**config.mk**
```make
export PLATFORM = sky130hd
export DESIGN_NAME = id_ex_hazard_ctrl
export DESIGN_NICKNAME = d
export VERILOG_FILES = /design/src/rtl/cpu_pkg.sv /design/src/rtl/hazard_scoreboard.sv /design/src/rtl/id_ex_hazard_ctrl.sv
export SDC_FILE = /design/constraint.sdc
export NUM_CORES = 1
export LEC_CHECK = 0
export CAP_MARGIN = 20
export CORE_ASPECT_RATIO = 1.75
export CORE_MARGIN = 5
export CORE_UTILIZATION = 55
export CTS_CLUSTER_SIZE = 16
export DETAILED_ROUTE_END_ITERATION = 8
export PLACE_DENSITY = 0.82
export SLEW_MARGIN = 10
export SYNTH_ARGS = -nofsm -noshare
export SYNTH_HDL_FRONTEND = slang
export SYNTH_SLANG_ARGS = --single-unit
```
**constraint.sdc**
```tcl
create_clock -name clock -period 4.2 [get_ports clock]
set_clock_uncertainty 0.2 [all_clocks]
set_input_delay 0.84 -clock clock [delete_from_list [all_inputs] [get_ports clock]]
set_output_delay 0.84 -clock clock [all_outputs]
set_load 0.005 [all_outputs]
```
**src/rtl/cpu_pkg.sv**
```systemverilog
// Shared pipeline constants and types for the ID/EX hazard controller and its scoreboard.
package cpu_pkg;

  localparam int NREG         = 64;
  localparam int REG_W        = $clog2(NREG);
  localparam int FLUSH_CYCLES = 2;

  typedef logic [REG_W-1:0] reg_idx_t;

  // One-hot register mask, all-zero when the request is inactive.
  function automatic logic [NREG-1:0] reg_mask(input logic en, input reg_idx_t idx);
    return en ? (NREG'(1) << idx) : '0;
  endfunction

endpackage

```
**src/rtl/hazard_scoreboard.sv**
```systemverilog
// Pending-write scoreboard: one bit per register, set on issue and cleared on writeback or kill.
module hazard_scoreboard
  import cpu_pkg::*;
(
  input  logic            clock,
  input  logic            reset_n,
  input  logic            i_set_en,
  input  reg_idx_t        i_set_idx,
  input  logic            i_clr_w_en,
  input  reg_idx_t        i_clr_w_idx,
  input  logic            i_clr_k_en,
  input  reg_idx_t        i_clr_k_idx,
  output logic [NREG-1:0] o_pending
);

  logic [NREG-1:0] r_pending;
  logic [NREG-1:0] w_next;

  // Clears are applied first so a same-index set from the newer writer survives.
  always_comb begin
    // NOTE: default assignment first so every path drives w_next and no latch is inferred.
    w_next = r_pending;
    w_next = w_next & ~reg_mask(i_clr_w_en, i_clr_w_idx);
    w_next = w_next & ~reg_mask(i_clr_k_en, i_clr_k_idx);
    w_next = w_next | reg_mask(i_set_en, i_set_idx);
  end

  // NOTE: non-blocking assignment for state; the vector is plain flops, so it is reset like any register.
  always_ff @(posedge clock or negedge reset_n) begin
    if (!reset_n) r_pending <= '0;
    else          r_pending <= w_next;
  end

  assign o_pending = r_pending;

endmodule

```
**src/rtl/id_ex_hazard_ctrl.sv**
```systemverilog
// ID/EX hazard controller: RAW/WAW stall, taken-branch flush window, and scoreboard upkeep.
module id_ex_hazard_ctrl #(
  parameter int FLUSH_CYCLES = cpu_pkg::FLUSH_CYCLES
) (
  input  logic                    clock,
  input  logic                    reset_n,
  input  logic                    dec_valid,
  input  cpu_pkg::reg_idx_t       dec_rs,
  input  cpu_pkg::reg_idx_t       dec_rt,
  input  logic                    dec_uses_rs,
  input  logic                    dec_uses_rt,
  input  cpu_pkg::reg_idx_t       dec_rd,
  input  logic                    dec_wr_rd,
  input  logic                    wb_valid,
  input  cpu_pkg::reg_idx_t       wb_rd,
  input  logic                    ex_br_taken,
  output logic                    stall,
  output logic                    issue,
  output logic                    flush,
  output logic [cpu_pkg::NREG-1:0] pending
);

  localparam int CNT_W = $clog2(FLUSH_CYCLES + 1);

  logic [CNT_W-1:0]  r_flush_cnt;
  logic              r_last_vld;
  logic              r_last_wr;
  cpu_pkg::reg_idx_t r_last_rd;

  logic w_raw, w_waw, w_flush, w_stall, w_issue, w_kill;

  // Hazards compare against the pre-edge scoreboard, so a same-cycle writeback does not unblock.
  always_comb begin
    w_raw   = (dec_uses_rs & pending[dec_rs]) | (dec_uses_rt & pending[dec_rt]);
    w_waw   = dec_wr_rd & pending[dec_rd];
    w_flush = ex_br_taken | (r_flush_cnt != '0);
    w_stall = dec_valid & (w_raw | w_waw) & ~w_flush;
    w_issue = dec_valid & ~w_stall & ~w_flush;
    w_kill  = ex_br_taken & r_last_vld & r_last_wr;
  end

  // A new taken branch reloads the window rather than extending it.
  always_ff @(posedge clock or negedge reset_n) begin
    if (!reset_n)                r_flush_cnt <= '0;
    else if (ex_br_taken)        r_flush_cnt <= CNT_W'(FLUSH_CYCLES - 1);
    else if (r_flush_cnt != '0)  r_flush_cnt <= r_flush_cnt - CNT_W'(1);
  end

  // Remembers the current ID/EX occupant so a taken branch can retract its scoreboard bit.
  always_ff @(posedge clock or negedge reset_n) begin
    if (!reset_n) begin
      r_last_vld <= 1'b0;
      r_last_wr  <= 1'b0;
      r_last_rd  <= '0;
    end else begin
      r_last_vld <= w_issue & ~ex_br_taken;
      r_last_wr  <= dec_wr_rd;
      r_last_rd  <= dec_rd;
    end
  end

  hazard_scoreboard u_scoreboard (
    .clock       (clock),
    .reset_n     (reset_n),
    .i_set_en    (w_issue & dec_wr_rd),
    .i_set_idx   (dec_rd),
    .i_clr_w_en  (wb_valid),
    .i_clr_w_idx (wb_rd),
    .i_clr_k_en  (w_kill),
    .i_clr_k_idx (r_last_rd),
    .o_pending   (pending)
  );

  assign stall = w_stall;
  assign issue = w_issue;
  assign flush = w_flush;

endmodule

```
* After elaboration in Yosys (flattened, before gate mapping)
Index checks and enable logic that the tools add are counted.
** Storage, ports and cells
- Bits in registers :: 74
- Input port bits :: 32
- Output and inout port bits :: 67
- Logic and storage cells :: 47
** Cells by class
- Add/subtract/negate cells :: 1
- Mux-type cells :: 11
- Shift operators :: 3
- Magnitude comparators :: 3
- Bitwise logic cells :: 22
- Reductions and logical operators :: 2
** Operator list (count)
- 64-bit two-way mux :: 3
- 1-bit by 6-bit << shifter with 64-bit output, first input constant :: 3
- 64-bit bitwise AND :: 2
- 64-bit inverter :: 2
- 64-bit bitwise OR :: 1
- 6-bit by 7-bit < comparator with 1-bit output, second input constant :: 3
- 1-bit binary-select mux with 6-bit select :: 3
- 1-bit bitwise AND :: 11
- 2-bit two-way mux :: 2
- 2-bit nonzero test :: 2
- 1-bit two-way mux :: 3
- 1-bit inverter :: 3
- 1-bit bitwise OR :: 3
- 2-bit by 1-bit subtractor with 2-bit output, second input constant :: 1

* Logic depth before layout (Yosys ltp)
- Depth in word-level cells :: 13
- Mapped depth :: 11
- Mapped depth without buffers :: 8

* Cells and area by module
A second synthesis with hierarchy kept.
** Second synthesis, totals
- Cell total of the unflattened synthesis :: 532
- Area total of the unflattened synthesis :: 5417.7 um2
** By module, submodules not included
- hazard_scoreboard :: times used 1, area each 3333.2 um2, cells each 367
- id_ex_hazard_ctrl :: times used 1, area each 2084.5 um2, cells each 165

* Least setup slack after synthesis
Ideal clock, no wire load.
- Path type :: input to output
- Start point :: in dec_rd[1]
- End point :: out issue
- Data arrival time :: 2.680 ns
- Slack :: 0.480 ns
- Cell stages on the path :: 10
- Cell sequence :: clkbuf_1 buf_2 buf_2 mux4_2 mux2i_1 nand2_1 o21ai_2 mux2i_1 o21ai_0 and3_1
** Between the ends
- Word-level cells in the longest chain between the ends :: 9
** RTL lines
- start, declared :: line id_ex_hazard_ctrl.sv:12 : input cpu_pkg::reg_idx_t dec_rd,
- 1-bit binary-select mux with 6-bit select :: line id_ex_hazard_ctrl.sv:35 : w_waw = dec_wr_rd & pending[dec_rd];
- 1-bit two-way mux (implied by the code) :: line id_ex_hazard_ctrl.sv:35
- 1-bit bitwise AND :: line id_ex_hazard_ctrl.sv:35
- 1-bit bitwise OR :: line id_ex_hazard_ctrl.sv:37 : w_stall = dec_valid & (w_raw | w_waw) & ~w_flush;
- 1-bit bitwise AND (2 in a row) :: line id_ex_hazard_ctrl.sv:37
- 1-bit inverter :: line id_ex_hazard_ctrl.sv:38 : w_issue = dec_valid & ~w_stall & ~w_flush;
- 1-bit bitwise AND (2 in a row) :: line id_ex_hazard_ctrl.sv:38
- end, declared :: line id_ex_hazard_ctrl.sv:18 : output logic issue,
No other way between the ends. The select of a mux whose other input is x is not followed.

* Worst setup path in the final report
- Start point :: in dec_rt[1]
- End point :: out stall
** Between the ends
- Word-level cells in the longest chain between the ends :: 7
** RTL lines
- start, declared :: line id_ex_hazard_ctrl.sv:9 : input cpu_pkg::reg_idx_t dec_rt,
- 1-bit binary-select mux with 6-bit select :: line id_ex_hazard_ctrl.sv:34 : w_raw = (dec_uses_rs & pending[dec_rs]) | (dec_uses_rt & pending[dec_rt]);
- 1-bit two-way mux (implied by the code) :: line id_ex_hazard_ctrl.sv:34
- 1-bit bitwise AND :: line id_ex_hazard_ctrl.sv:34
- 1-bit bitwise OR :: line id_ex_hazard_ctrl.sv:34
- 1-bit bitwise OR :: line id_ex_hazard_ctrl.sv:37
- 1-bit bitwise AND (2 in a row) :: line id_ex_hazard_ctrl.sv:37
- end, declared :: line id_ex_hazard_ctrl.sv:17 : output logic stall,
No other way between the ends. The select of a mux whose other input is x is not followed.

==> run_results.csv <==
group,metric,value,unit
floorplanning,io_pins,99,
detailed_routing,dr.pass1.iters,6,
synthesis,ys_top_cells_by_count,"83 x nand3_1, 74 x dfrtp_1, 62 x o21ai_2, 62 x o221ai_1, 39 x mux2i_1",
layout,fin_util,72.1,%
power_and_ir_drop,total_power,2.10,mW
detailed_routing,post_drt_via_cell_ratio,7.43,
place,port_buffers,98,
synthesis,synth_area_per_cell,9.86,um^2
place,place_worst_setup_slack,-0.590,ns
layout,fin_nets,749,
grt,grt_pass1_wl,39400,um
layout,multi_input_area,3760,um^2
grt,grt_pass1_vias,6548,
sta,worstMarginPinSlew,0.855,ns
floorplanning,die_h,148,um
synthesis,async_reset_ff_share,100,%
sta,hold_viol_final,0,
layout,ff_latch_area,1850,um^2
synthesis,synth_edf_count,0,
clock_tree,cts_tree,"built",
worst_setup_path,arrival,3.14,ns
sta,finalCriticalPeriod,4.18,ns
synthesis,synth_nets,637,
clock_tree,clkLatencyLatePin,0.34,ns
power_and_ir_drop,irDropWorstVdd,0.253,mV
outcome,status,"finished clean",
sta,drv_slew,0,
place,place.gp.congestion,1.05,
synthesis,syn_area,5960,um^2
synthesis,synth_ff_type,"dfrtp_1",
synthesis,synth.area.top_cells,"dfrtp_1 31%, mux4_2 9.5%, o21ai_2 9.1%",
synthesis,synth_seq_area_share,31.1,%
sta,relSlewSlack,42.6,%
layout,antenna-diode-count,0,
clock_tree,clockBufferDepth,2,
place,post-dp-hpwl,19000,um
sta,fmax,0.239,GHz
detailed_routing,drt-total-wl,26100,um
floorplanning,initial_utilization,56.0,%
worst_setup_path,crit_type,"in -> out",
clock_tree,cts.sinks,74,
hold_path,min_path_type,"in -> async",
clock_tree,clk_pin_slew,0.06,ns
power_and_ir_drop,p_per_area,274,nW/um^2
worst_setup_path,r2r_cells,8,
layout,syn2layout_area_growth,28.8,%
sta,hold_slack,0.185,ns
synthesis,synthDistinctLibCells,45,
synthesis,synthCells,604,
clock_tree,cts_inserted_buffers,9,
clock_tree,cts_root_buf,"clkbuf_16",
floorplanning,design.core.area,10600,um^2
sta,rsz0062_at_grt,"yes",
worst_setup_path,critPathCaptureType,"primary output",
place,dpl.cell_count,820,
synthesis,yosysMostFrequentCell,"nand3_1",
synthesis,synth_top_area_share,31.1,%
grt,antenna_found_initial,0,
detailed_routing,ant_nets,0,
floorplanning,fp-row-count,50,
worst_setup_path,cp-start-kind,"input port",
detailed_routing,num_vias,6320,
flow_run,drv_cap,0,
sta,postLayoutSetupSlackWorst,0.0162,ns
layout,n_fill_cell,807,
detailed_routing,post_drt_wl_per_cell,30.7,um
power_and_ir_drop,p_leak,3.03,nW
clock_tree,cts.htree.levels,3,
layout,drive_above_1_share,26.4,%
worst_setup_path,required,3.16,ns
sta,period_share,99.6,%
floorplanning,dieArea,13100,um^2
synthesis,yosysTopAreaCell,"dfrtp_1",
grt,grt_max_degree,49,
synthesis,ys_ff_latch,74,
floorplanning,fp.dieW,88.7,um
synthesis,synth_warnings,0,
layout,final_cells,851,
detailed_routing,drt-initial-drc-count,824,
grt,grt_util_all_layers,41.3,%
detailed_routing,route.detailed.drc,0,
clock_tree,postCtsHoldBufs,0,
worst_setup_path,cp_max_fo,7,
grt,overflow,0,
sta,setup_viol_count_final,0,
[what timing repair did]
action | CTS | global route
resized for setup | 23 | 7
pin swaps | 6 | 7
setup endpoints to repair | 2 | 2
buffers inserted | 7 | 3
hold endpoints to repair | 0 | 0
gates cloned | 4 | 0
[layout by cell type (no fill, tap or decap), drive strengths merged, types with 3 or more instances in the layout]
cell type and count:
buf 52, nor3 7, or2 15, and3 5, nand3b 9, clkdlybuf4s50 89
inv 8, o21ai 71, nand4 6, clkbuf 11, o22ai 3, o221ai 62
a21oi 9, a22oi 8, nand3 83, clkinv 5, mux2i 39, or3 4
dfrtp 74, nand2b 14, bufbuf 3, dlygate4sd2 6, nand2 34, nor2 27
mux4 30, and2 3, nor2b 19
[where the power goes]
part | switching, mW | internal, mW
clock network | 0.318 | 0.459
logic | 0.282 | 0.236
registers | 0.0608 | 0.747
total | 0.660 | 1.44
[state kept, by name, summed over array words and instances, names as in the netlist]
| register | cells |
|---|---|
| r_last_wr | 1 |
| r_flush_cnt | 2 |
| r_last_rd | 6 |
| u_scoreboard.o_pending | 64 |
| r_last_vld | 1 |
[routing by layer]
metal / vias to the layer above / wire (um) / track usage (%) / part of all wire [%]
li1: 2616 / - / - / -
met5: - / 0 / 0 / 0
met3: 154 / 2110 / 7.31 / 8.1
met4: 0 / 2360 / 29.0 / 9.0
met2: 476 / 13200 / 67.8 / 50
met1: 3074 / 8500 / 47.1 / 33
[cells by family (layout without fill, tap and decap cells)]
kind of cell / count (synthesis) / count (layout) / synth area share (%)
xor+xnor: 1 / 1 / 0.147
fa+ha+maj: 1 / 1 / 0.210
simple gates: 229 / 229 / 19.9
flops: 74 / 74 / 31.1
compound gates: 169 / 169 / 23.5
mux: 71 / 71 / 18.6
buf+inv: 59 / 176 / 6.57
[final timing paths]
check	endpoint	slack (ns)	from
setup reg to reg	u_scoreboard.o_pending[0]	1.50	u_scoreboard.o_pending[14]
hold reg to reg	r_flush_cnt[1]	0.33	r_flush_cnt[1]
max in group asynchronous	u_scoreboard.o_pending[12]	2.74	reset_n
min in group clock	r_flush_cnt[1]	0.33	r_flush_cnt[1]
hold / removal	u_scoreboard.o_pending[55]	0.18	reset_n
setup / recovery	stall	0.02	dec_rt[1]
[cell type report]
class,instances,share of cell area [%]
inverters,8,0.391
multi-input cells,471,49.0
clock buffers,9,2.94
flip-flops and latches,74,24.1
well taps,130,2.12
clock inverters,7,0.913
repair buffers,152,20.5
[through the flow]
step	cell area, um^2	setup TNS [ns]
CTS	7620	0
finish	7670	0
detailed placement	7140	-1.05
global placement	7140	-0.890
floorplan	5960	0
global route	7670	-0.0377
[critical path, stage by stage]
cell and delay [ns]:
dlygate4sd2_1 0.26, buf_12 0.14, buf_12 0.12, bufbuf_16 0.27
mux2i_1 0.12, a211oi_1 0.23, nand2_1 0.16, a21oi_1 0.14
o311a_1 0.21, nor3_2 0.04, buf_4 0.16, a21oi_1 0.17
dlygate4sd2_1 0.27
Note: power is estimated with default switching activity, not from simulation.
